File: src/rtl/align_mantissa.sv
// Mantissa alignment stage: shifts the smaller operand right, SHIFT_STEP bits per cycle.
// Ports: in_valid/in_ready operand handshake; out_valid/out_ready result handshake;
// expA/expB, manA/manB, sign, numbershift in; exp_big, man_big, man_small {m,G,R,S}, swapped out.
module align_mantissa #(
   parameter int SHIFT_STEP = 4,
   parameter int MAN_W      = 24
) (
   input  logic             clk,
   input  logic             rst_n,
   input  logic             in_valid,
   output logic             in_ready,
   input  logic [7:0]       expA,
   input  logic [7:0]       expB,
   input  logic [MAN_W-1:0] manA,
   input  logic [MAN_W-1:0] manB,
   input  logic             sign,
   input  logic [4:0]       numbershift,
   output logic             out_valid,
   input  logic             out_ready,
   output logic [7:0]       exp_big,
   output logic [MAN_W-1:0] man_big,
   output logic [MAN_W+2:0] man_small,
   output logic             swapped
);

   localparam int         W    = MAN_W + 3;
   localparam logic [4:0] STEP = 5'(SHIFT_STEP);

   typedef enum logic [1:0] {IDLE, SHIFT, DONE} state_t;

   state_t           state;
   state_t           state_d;
   logic [W-1:0]     work;
   logic [4:0]       rem;
   logic             accept;
   logic             far;
   logic [MAN_W-1:0] src;
   logic [4:0]       s;
   logic [W-1:0]     mask;
   logic [W-1:0]     shifted;
   logic             lost;

   assign in_ready  = (state == IDLE);
   assign out_valid = (state == DONE);
   assign man_small = work;

   assign accept = in_valid && in_ready;
   // zero shift with unequal exponents means the gap is >= MAN_W
   assign far    = (numbershift == 5'd0) && (expA != expB);
   assign src    = sign ? manA : manB;

   assign s       = (rem < STEP) ? rem : STEP;
   assign mask    = ({{(W-1){1'b0}}, 1'b1} << s) - {{(W-1){1'b0}}, 1'b1};
   assign shifted = work >> s;
   // covers every bit leaving the word, old sticky included
   assign lost    = |(work & mask);

   always_comb begin
      state_d = state;
      unique case (state)
         IDLE: begin
            if (accept) begin
               if (far || numbershift == 5'd0)
                  state_d = DONE;
               else
                  state_d = SHIFT;
            end
         end
         SHIFT: begin
            if (rem == s)
               state_d = DONE;
         end
         DONE: begin
            if (out_ready)
               state_d = IDLE;
         end
         default: state_d = IDLE;
      endcase
   end

   always_ff @(posedge clk or negedge rst_n) begin
      if (!rst_n)
         state <= IDLE;
      else
         state <= state_d;
   end

   always_ff @(posedge clk or negedge rst_n) begin
      if (!rst_n) begin
         exp_big <= '0;
         man_big <= '0;
         swapped <= 1'b0;
         work    <= '0;
         rem     <= '0;
      end else if (state == IDLE) begin
         if (accept) begin
            exp_big <= sign ? expB : expA;
            man_big <= sign ? manB : manA;
            swapped <= sign;
            rem     <= numbershift;
            if (far)
               work <= {{(W-1){1'b0}}, |src};
            else
               work <= {src, 3'b000};
         end
      end else if (state == SHIFT) begin
         work <= {shifted[W-1:1], shifted[0] | lost};
         rem  <= rem - s;
      end
   end

endmodule

File: config.mk
export PLATFORM = sky130hd
export DESIGN_NAME = align_mantissa
export DESIGN_NICKNAME = d
export VERILOG_FILES = /design/src/rtl/align_mantissa.sv
export SDC_FILE = /design/constraint.sdc
export NUM_CORES = 1
export LEC_CHECK = 0
export ABC_CLOCK_PERIOD_IN_PS = 3100
export BUFFER_PORTS_ARGS = -buffer_cell sky130_fd_sc_hd__buf_4
export CORE_MARGIN = 2
export CORE_UTILIZATION = 30
export DETAILED_ROUTE_END_ITERATION = 8
export PLACE_DENSITY = 0.52
export SYNTH_ARGS = -nofsm -noshare
export SYNTH_HDL_FRONTEND = slang
export SYNTH_SLANG_ARGS = --single-unit
File: constraint.sdc
create_clock -name clk -period 3.1 [get_ports clk]
set_input_delay 0.93 -clock clk [delete_from_list [all_inputs] [get_ports clk]]
set_output_delay 0.93 -clock clk [all_outputs]
set_load 0.02 [all_outputs]
==> reports/metrics.cfg, run 1 <==
[status]
status = finished clean

[worst_setup_path]
crit_buf_inv = 2
r2r_start = rem[2]
cp-start-kind = flip-flop
cp-startpoint = state[0]
crit_family = buffers and inverters
max_stage_delay_ps = 450
cp-end-kind = output pin
critPathMaxFanout = 14
worstPathArrival_ps = 1700
critPathKind = flip-flop to output pin
worstPathRequired_ps = 2170
worst_path_max_delay_cell = dfrtp_1
cp_cell_sequence = or2_2 -> inv_2 -> buf_4

[final_layout]
layout.cells.non_filler = 808
layout.nets = 695
stdcell_area_mm2 = 0.00595
area_growth_pct = 35.0
drive_gt1_share_pct = 30.9
final_util_pct = 41.3
diodes = 0

[logic_synthesis]
synth_warnings = 0
synth_edf_count = 0
ys_async_sr_fraction_pct = 100
ys_ff_latch = 67
synth_most_common_cell = nand2_1
syn_area_mm2 = 0.00441
synthAdderAreaFrac_pct = 0.567
synth_nets = 564
synth_xor_area_share_pct = 1.99
ys_seq_area_share_pct = 38.0
muxShareOfSynthArea_pct = 21.1
synth-compound-area-share_pct = 18.7
synth_top_area_share_pct = 38.0
netlist_top_cells_count = nand2_1 (75), dfrtp_1 (67), mux2i_1 (67), o21ai_0 (54)
syn_area_per_cell_um2 = 9.04
synthTopCellsByArea = dfrtp_1 (38%), mux2i_1 (15%), nand2_1 (6.4%)
synth_cell_types = 47
synthSimpleGateAreaFrac_pct = 16.0
synth_top_cell_by_area = dfrtp_1
synth_top_family_by_area = multiplexers
syn_inst = 488
dominantRegCellSynth = dfrtp_1

[power_and_ir_drop]
p_int_mw = 3.48
cellLeakagePower_nw = 2.77
swShare_pct = 46.0
peakVddDrop_mv = 0.334
p_clk_share_pct = 16.7
power.switching_mw = 2.97
power.density_mw_per_mm2 = 1080
comb_power_share_pct = 54.5
p_seq_share_pct = 28.9

[drt]
drcViolationCount = 0
drt_pass1_iterations = 5
route.vias.total = 4307
wirelength_mm = 15.0
ant_nets = 0
via_per_inst = 5.33
wl_per_cell_um = 18.6
drtIter0Drc = 320

[timing]
min_period_ps = 2630
hold_viol = 0
post-route-period-util_pct = 85.0
tightest_slew_ps = 644
tns_ps = 0
slew_viol_final = 0
relSlewSlack_pct = 56.9
worst_slack_ps = 466
fmax_mhz = 380
finalSetupViolCount = 0
fin_skew_ps = 5.56
rsz0062_at_grt = no

[clock_network]
cts_buffer_depth = 2
clock_sinks = 67
htreeDepth = 3
ctsHoldBuffers = 0
cts-resized-gates = 0
worstSkewPairLatency_ps = 330
clkTransAtPathRegs_ps = 60
root_buffer = clkbuf_16
cts_tree = yes
post_cts_buffers = 0
cts-buffers-inserted = 9

[placement]
dp_hpwl_mm = 11.3
placed_cell_area_mm2 = 0.00564
dpl.cell_count = 792
portBuffers = 135
place_congestion = 0.889
dpl_worst_slack_ps = 334

[job]
cap_violations = 0

[hold_path]
min_path_type = flip-flop to flip-flop
min_from = man_big[19]

[grt]
grt_usage_pct = 19.0
grt_max_degree = 47
overflow = 0
grt_pass1_wl_mm = 23.7
grt_pass1_vias = 4209
antenna_found_initial = 0

[floorplanning]
fp.dieW_um = 125
boundaryPins = 136
die_h_um = 125
rows = 44
coreArea_mm2 = 0.0144
dieArea_mm2 = 0.0157
initial_core_util_pct = 30.6

[routing by layer]
metal / GRT usage [%] / share of wire, %
met1: 26.8 / 46
met2: 29.5 / 46
met3: 4.49 / 6.9
met4: 5.10 / 1.1
met5: 0 / 0
[cell families (layout without fill, tap and decap cells)]
group                    Yosys count  in the layout
AO/OA/AOI/OAI                    135            135
XOR/XNOR                          10             10
adder cells (fa/ha/maj)            2              2
buffers and inverters             35            171
flip-flops                        67             67
multiplexers                      84             84
other                              1              1
AND/OR/NAND/NOR                  154            154
[power by group through the flow]
| stage | registers [mW] | clock network (mW) | logic (mW) |
|---|---|---|---|
| after CTS | 1.86 | 1.10 | 3.54 |
| after detailed placement | 1.87 | 0 | 3.52 |
| after floorplan | 2.14 | 0 | 1.82 |
| after global routing | 1.94 | 1.14 | 3.85 |
| final | 1.86 | 1.08 | 3.51 |
| after global placement | 1.86 | 0 | 3.49 |
[cell type report]
cell class / instances / area (µm²)
timing repair buffer: 152 / 1140
clock inverter: 3 / 45.0
fill: 1456 / 8470
tap: 184 / 230
multi-input combinational: 386 / 2580
sequential: 67 / 1680
inverter: 3 / 11.3
clock buffer: 13 / 270
[sequential cells by signal, indices dropped and copies added, names as in the netlist]
register   cells
exp_big        8
rem            5
state          2
man_big       24
man_small     27
swapped        1
[path summary, 6_finish.rpt]
check / end / slack, ps / cells after the start
min in group asynchronous: state[0] / 560 / 1
max in group asynchronous: rem[0] / 1890 / 2
setup reg to reg: man_small[0] / 540 / 9
setup / recovery: in_ready / 470 / 3
hold / removal: man_big[19] / 480 / 2
hold reg to reg: man_big[19] / 480 / 2
[worst min-delay path, cell delays in order, from the launching register on]
cell and delay [ps]:
dfrtp_1 340, nand2_1 40, o21ai_0 60
[cells in the final DEF, fill, tap and decap left out, types with 9 or more instances in the layout]
cell	instances
buf_4	152
nand2_1	74
mux2i_1	67
dfrtp_1	67
o21ai_0	54
nor2_1	26
a21oi_1	26
nor4_1	14
a22oi_1	14
o211ai_1	12
mux2_2	11
xor2_1	10
clkbuf_16	9
[through the flow]
step	total power, mW	hold slack (ps)
after floorplan	3.97	463
after global placement	5.35	466
after detailed placement	5.40	472
after CTS	6.50	484
after global routing	6.94	501
final	6.45	480
(Power assumes the default switching activity.)
==> run 2: changes to the inputs <==
--- a/config.mk
+++ b/config.mk
@@ -5,12 +5,13 @@
 export SDC_FILE = /design/constraint.sdc
 export NUM_CORES = 1
 export LEC_CHECK = 0
-export ABC_CLOCK_PERIOD_IN_PS = 3100
+export ABC_AREA = 1
+export ABC_CLOCK_PERIOD_IN_PS = 2230
 export BUFFER_PORTS_ARGS = -buffer_cell sky130_fd_sc_hd__buf_4
 export CORE_MARGIN = 2
 export CORE_UTILIZATION = 30
 export DETAILED_ROUTE_END_ITERATION = 8
-export PLACE_DENSITY = 0.52
+export PLACE_DENSITY = 0.53
 export SYNTH_ARGS = -nofsm -noshare
 export SYNTH_HDL_FRONTEND = slang
 export SYNTH_SLANG_ARGS = --single-unit
==> constraint.sdc (replaced) <==
create_clock -name clk -period 2.23 [get_ports clk]
set_input_delay 0.669 -clock clk [delete_from_list [all_inputs] [get_ports clk]]
set_output_delay 0.669 -clock clk [all_outputs]
set_load 0.02 [all_outputs]
==> run 2 against run 1 <==
Effect of this change:
- synthesized area rose by 9.0%
- worst setup slack got worse by 250 ps
- total power increased by 43%
- global-route usage increased by 2.0 points
- die area is 8.7% higher
- utilization down 0.35 points
- critical endpoint unchanged
- largest power group unchanged
==> reports/metrics.cfg, run 2 <==
[final_layout]
diodes = 0
stdcell_area_mm2 = 0.00645
drive_gt1_share_pct = 22.1
seq_area_mm2 = 0.00168
layout_commonest_cell = nand2_1
final_util_pct = 40.9
area_growth_pct = 34.2
layout.nets = 972
fill_cells = 1786
multiInputGateArea_mm2 = 0.00271
largest_reg_flops = 27
final_cell_mix = nand2_1 (305), buf_4 (157), nor2_1 (86)
layout.cells.non_filler = 1116

[logic_synthesis]
netlist_top_cells_count = nand2_1 (305), nor2_1 (87), nand3_1 (72), dfrtp_1 (67), inv_1 (52)
synth_most_common_cell = nand2_1
syn_inst = 762
ys_ff_latch = 67
ys_seq_area_share_pct = 34.9
dominantRegCellSynth = dfrtp_1
synth_nets = 838
syn_area_per_cell_um2 = 6.31
synth_edf_count = 0
ys_async_sr_fraction_pct = 100
synth_top_area_share_pct = 34.9
synthTopCellsByArea = dfrtp_1 (35%), nand2_1 (24%), nand3_1 (7.5%)
syn_area_mm2 = 0.00481
synth_cell_types = 38
synth_top_cell_by_area = dfrtp_1
synth_warnings = 0

[clock_network]
post_cts_buffers = 0
ctsHoldBuffers = 0
cts-resized-gates = 0
cts_tree = yes
clkTransAtPathRegs_ps = 60
cts_buffer_depth = 2
htreeDepth = 3
worstSkewPairLatency_ps = 340
clock_sinks = 67
cts-buffers-inserted = 9
root_buffer = clkbuf_16

[power_and_ir_drop]
swShare_pct = 48.2
total_power_mw = 9.23
p_int_mw = 4.78
p_seq_share_pct = 26.4
cellLeakagePower_nw = 3.32
peakVddDrop_mv = 0.510
p_clk_share_pct = 16.0
power.density_mw_per_mm2 = 1430
comb_power_share_pct = 57.7
power.switching_mw = 4.45

[timing]
hold_viol = 0
min_period_ps = 2010
fin_skew_ps = 6.92
tightest_slew_ps = 545
rsz0062_at_grt = no
finalSetupViolCount = 0
worst_slack_ps = 221
post-route-period-util_pct = 90.1
tns_ps = 0
slew_viol_final = 0
hold-worst-slack_ps = 311
fmax_mhz = 498
relSlewSlack_pct = 63.7

[grt]
antenna_found_initial = 0
grt_pass1_wl_mm = 27.7
overflow = 0
met1_usage_pct = 29.9
grt_use_met3_pct = 5.62
grt_usage_pct = 21.1
grt_max_degree = 45
grt_pass1_vias = 5049
use_met2_pct = 32.0
busiest_layer = met2

[drt]
drcViolationCount = 0
drtIter0Drc = 389
via_per_inst = 4.77
wirelength_mm = 17.1
drt_pass1_iterations = 6
route.vias.total = 5321
ant_nets = 0
wl_per_cell_um = 15.3

[worst_setup_path]
worstPathRequired_ps = 1560
cp-end-kind = output pin
cp-start-kind = flip-flop
worstPathArrival_ps = 1340
critPathKind = flip-flop to output pin
critPathMaxFanout = 14

[floorplanning]
initial_core_util_pct = 30.5
fp.dieW_um = 131
dieArea_mm2 = 0.0171
boundaryPins = 136
rows = 46
die_h_um = 131
coreArea_mm2 = 0.0158

[placement]
dpl.cell_count = 1101
place_congestion = 0.906
portBuffers = 135
dp_hpwl_mm = 13.0
dpl_worst_slack_ps = 143
placed_cell_area_mm2 = 0.00616

[job]
cap_violations = 0

[hold_path]
min_path_type = input pin to async pin

[status]
status = finished clean

run 2: cell count changes in the layout (fill, tap and decap cells not counted), moves of 11 or more:
cell     delta
a31oi_1    +27
inv_1      +49
o21ai_1    +17
mux2_2     -11
o21ai_0    -38
nand2_1   +231
mux2i_1    -67
nor2_1     +60
nand3_1    +65
nor4_1     -14
run 2: cell families after synthesis:
group                    synth area share (%)
AND/OR/NAND/NOR                          41.8
flip-flops                               34.9
buffers and inverters                    8.82
other                                  0.0780
XOR/XNOR                                0.911
AO/OA/AOI/OAI                            13.0
adder cells (fa/ha/maj)                 0.520
run 2: worst paths after layout:
check                         startpoint       endpoint  slack (ps)  cells after the start
min in group clk           man_small[17]  man_small[17]         510                      2
hold / removal                     rst_n   man_small[2]         310                      1
setup / recovery                state[1]       in_ready         220                      3
max in group asynchronous          rst_n    man_big[15]        1350                      2
hold reg to reg            man_small[17]  man_small[17]         510                      2
setup reg to reg                  rem[2]   man_small[0]         290                     12
run 2: power by group through the flow:
stage	clock [mW]	combinational, mW	sequential (mW)
6_report	1.48	5.32	2.43
5_1_grt	1.56	5.96	2.52
2_1_floorplan	0	2.76	2.92
4_1_cts	1.51	5.36	2.43
3_3_place_gp	0	5.36	2.45
3_5_place_dp	0	5.34	2.44
run 2: critical path: stages, from the launching register on:
cell and delay [ps]:
dfrtp_1 420, nor2_2 170, buf_4 240, buf_4 170
run 2: routing by layer:
layer  vias up  routed length, µm  share of wire, %
met1      2385               7960                47
li1       2733                  -                 -
met4         0                200               1.2
met2       182               7510                44
met3        21               1430               8.4
met5         -                  0                 0
run 2: area by class of cell:
cell class	instances	share of cell area (%)
inverter	58	3.37
clock inverter	2	0.543
sequential	67	26.0
tap	216	4.19
multi-input combinational	598	42.1
clock buffer	13	4.03
timing repair buffer	162	19.8
==> run 3: changes to the inputs <==
--- a/config.mk
+++ b/config.mk
@@ -12,6 +12,7 @@
 export CORE_UTILIZATION = 30
 export DETAILED_ROUTE_END_ITERATION = 8
 export PLACE_DENSITY = 0.53
+export RECOVER_POWER = 25
 export SYNTH_ARGS = -nofsm -noshare
 export SYNTH_HDL_FRONTEND = slang
 export SYNTH_SLANG_ARGS = --single-unit
==> run 3 against run 2 <==
Effect of this change:
- fmax hardly changed
- critical endpoint unchanged
- worst hold slack better by 190 ps
- critical path type unchanged
- clock-buffer cell count stayed put
- highest routed layer unchanged
- total power hardly changed
- utilization is 0.11 points lower
- global-route usage stayed put
==> reports/metrics.cfg, run 3 (synthesis results as in run 2) <==
[status]
status = finished clean

[grt]
grt_pass1_wl_mm = 27.7
overflow = 0
antenna_found_initial = 0
grt_max_degree = 45
grt_usage_pct = 21.1
grt_pass1_vias = 5049

[clock_network]
cts-resized-gates = 0
post_cts_buffers = 0
cts_buffer_depth = 2
clkTransAtPathRegs_ps = 60
cts_tree = yes
htreeDepth = 3
ctsHoldBuffers = 0
root_buffer = clkbuf_16
clock_sinks = 67
worstSkewPairLatency_ps = 340
cts-buffers-inserted = 9

[worst_setup_path]
cp_common_cell = buf_4
crit_family = flip-flops
worstPathArrival_ps = 1340
cp-end-kind = output pin
max_stage_delay_ps = 420
cp_cell_sequence = nor2_2 -> buf_4 -> buf_4
cp.depth = 3
critPathMaxFanout = 14
worstPathRequired_ps = 1560
worst_path_max_delay_cell = dfrtp_1
worst-r2r-cell-count = 12
cp-start-kind = flip-flop
crit_buf_inv = 2
critPathKind = flip-flop to output pin

[floorplanning]
fp.dieW_um = 131
coreArea_mm2 = 0.0158
die_h_um = 131
initial_core_util_pct = 30.5
rows = 46
dieArea_mm2 = 0.0171
boundaryPins = 136

[drt]
via_per_inst = 4.81
route.vias.total = 5373
drtIter0Drc = 392
wl_per_cell_um = 15.3
wirelength_mm = 17.1
drt_pass1_iterations = 5
ant_nets = 0
drcViolationCount = 0

[placement]
place_congestion = 0.906
dp_hpwl_mm = 13.0
portBuffers = 135

[final_layout]
layout_commonest_cell = nand2_1
diodes = 0
fill_cells = 1788
largest_reg_flops = 27
multiInputGateArea_mm2 = 0.00271
layout.nets = 972
drive_gt1_share_pct = 22.1
final_cell_mix = nand2_1 (305), buf_4 (156), nor2_1 (86)
area_growth_pct = 33.9
seq_area_mm2 = 0.00168

[timing]
relSlewSlack_pct = 31.7
fin_skew_ps = 7.85
hold_viol = 0
tns_ps = 0
slew_viol_final = 0
tightest_slew_ps = 1020
finalSetupViolCount = 0
hold-worst-slack_ps = 499
rsz0062_at_grt = no
fmax_mhz = 498
post-route-period-util_pct = 90.1
min_period_ps = 2010

[power_and_ir_drop]
power.density_mw_per_mm2 = 1430
cellLeakagePower_nw = 3.32
peakVddDrop_mv = 0.509

[job]
cap_violations = 0

[hold_path]
min_path_type = input pin to async pin

## run 3: changes by cell type in the layout (fill, tap and decap cells not counted), sizes merged
cell,before,now
buf,162,160
clkbuf,13,15
## run 3: final timing paths
path / slack (ps) / startpoint / to
max: 220 / state[1] / in_ready
min: 500 / rst_n / man_small[2]
max reg2reg: 300 / rem[2] / man_small[0]
min reg2reg: 510 / man_small[17] / man_small[17]
max in group asynchronous: 680 / rst_n / man_small[17]
min in group clk: 510 / man_small[17] / man_small[17]
## run 3: worst reg2reg max path, stage by stage (launching register included)
cell and delay, ps:
dfrtp_1 390, inv_1 260, nand3_2 140, inv_2 80, nand2_1 70, ha_1 290, nor2_1 50, a21oi_1 110
nand3_1 80, nor2_1 90, nand3_1 100, nand2_1 110, nand2_1 50
## run 3: cell type report
type / count / area share (%)
Timing Repair Buffer: 162 / 19.6
Sequential cell: 67 / 26.1
Multi-Input combinational cell: 598 / 42.2
Tap cell: 216 / 4.20
Clock buffer: 13 / 4.04
Inverter: 58 / 3.38
Clock inverter: 2 / 0.544
## run 3: layer usage
metal / wire (µm) / up-vias / global-route usage [%]
met5: 0 / - / 0
met2: 7530 / 186 / 32.0
met1: 8000 / 2434 / 29.9
li1: - / 2733 / -
met4: 196 / 0 / 5.01
met3: 1360 / 20 / 5.62
## run 3: stage by stage
step / total power [mW] / cells / setup slack [ps] / cell area, µm² / util [%]
6_report: 9.23 / 1116 / 220 / 6430 / 40.8
5_1_grt: 10.0 / 1116 / 129 / 6430 / 40.8
4_1_cts: 9.31 / 1116 / 198 / 6450 / 40.9
3_5_place_dp: 7.78 / 1101 / 143 / 6160 / 39.0
3_3_place_gp: 7.80 / 1101 / 167 / 6160 / 39.0
2_1_floorplan: 5.68 / 762 / 391 / 4810 / -
## run 3: where the power goes
group	switching, mW	internal, mW	total, mW
Clock	0.554	0.920	1.47
Sequential	0.613	1.83	2.44
Combinational	3.28	2.03	5.31
Total	4.45	4.78	9.23
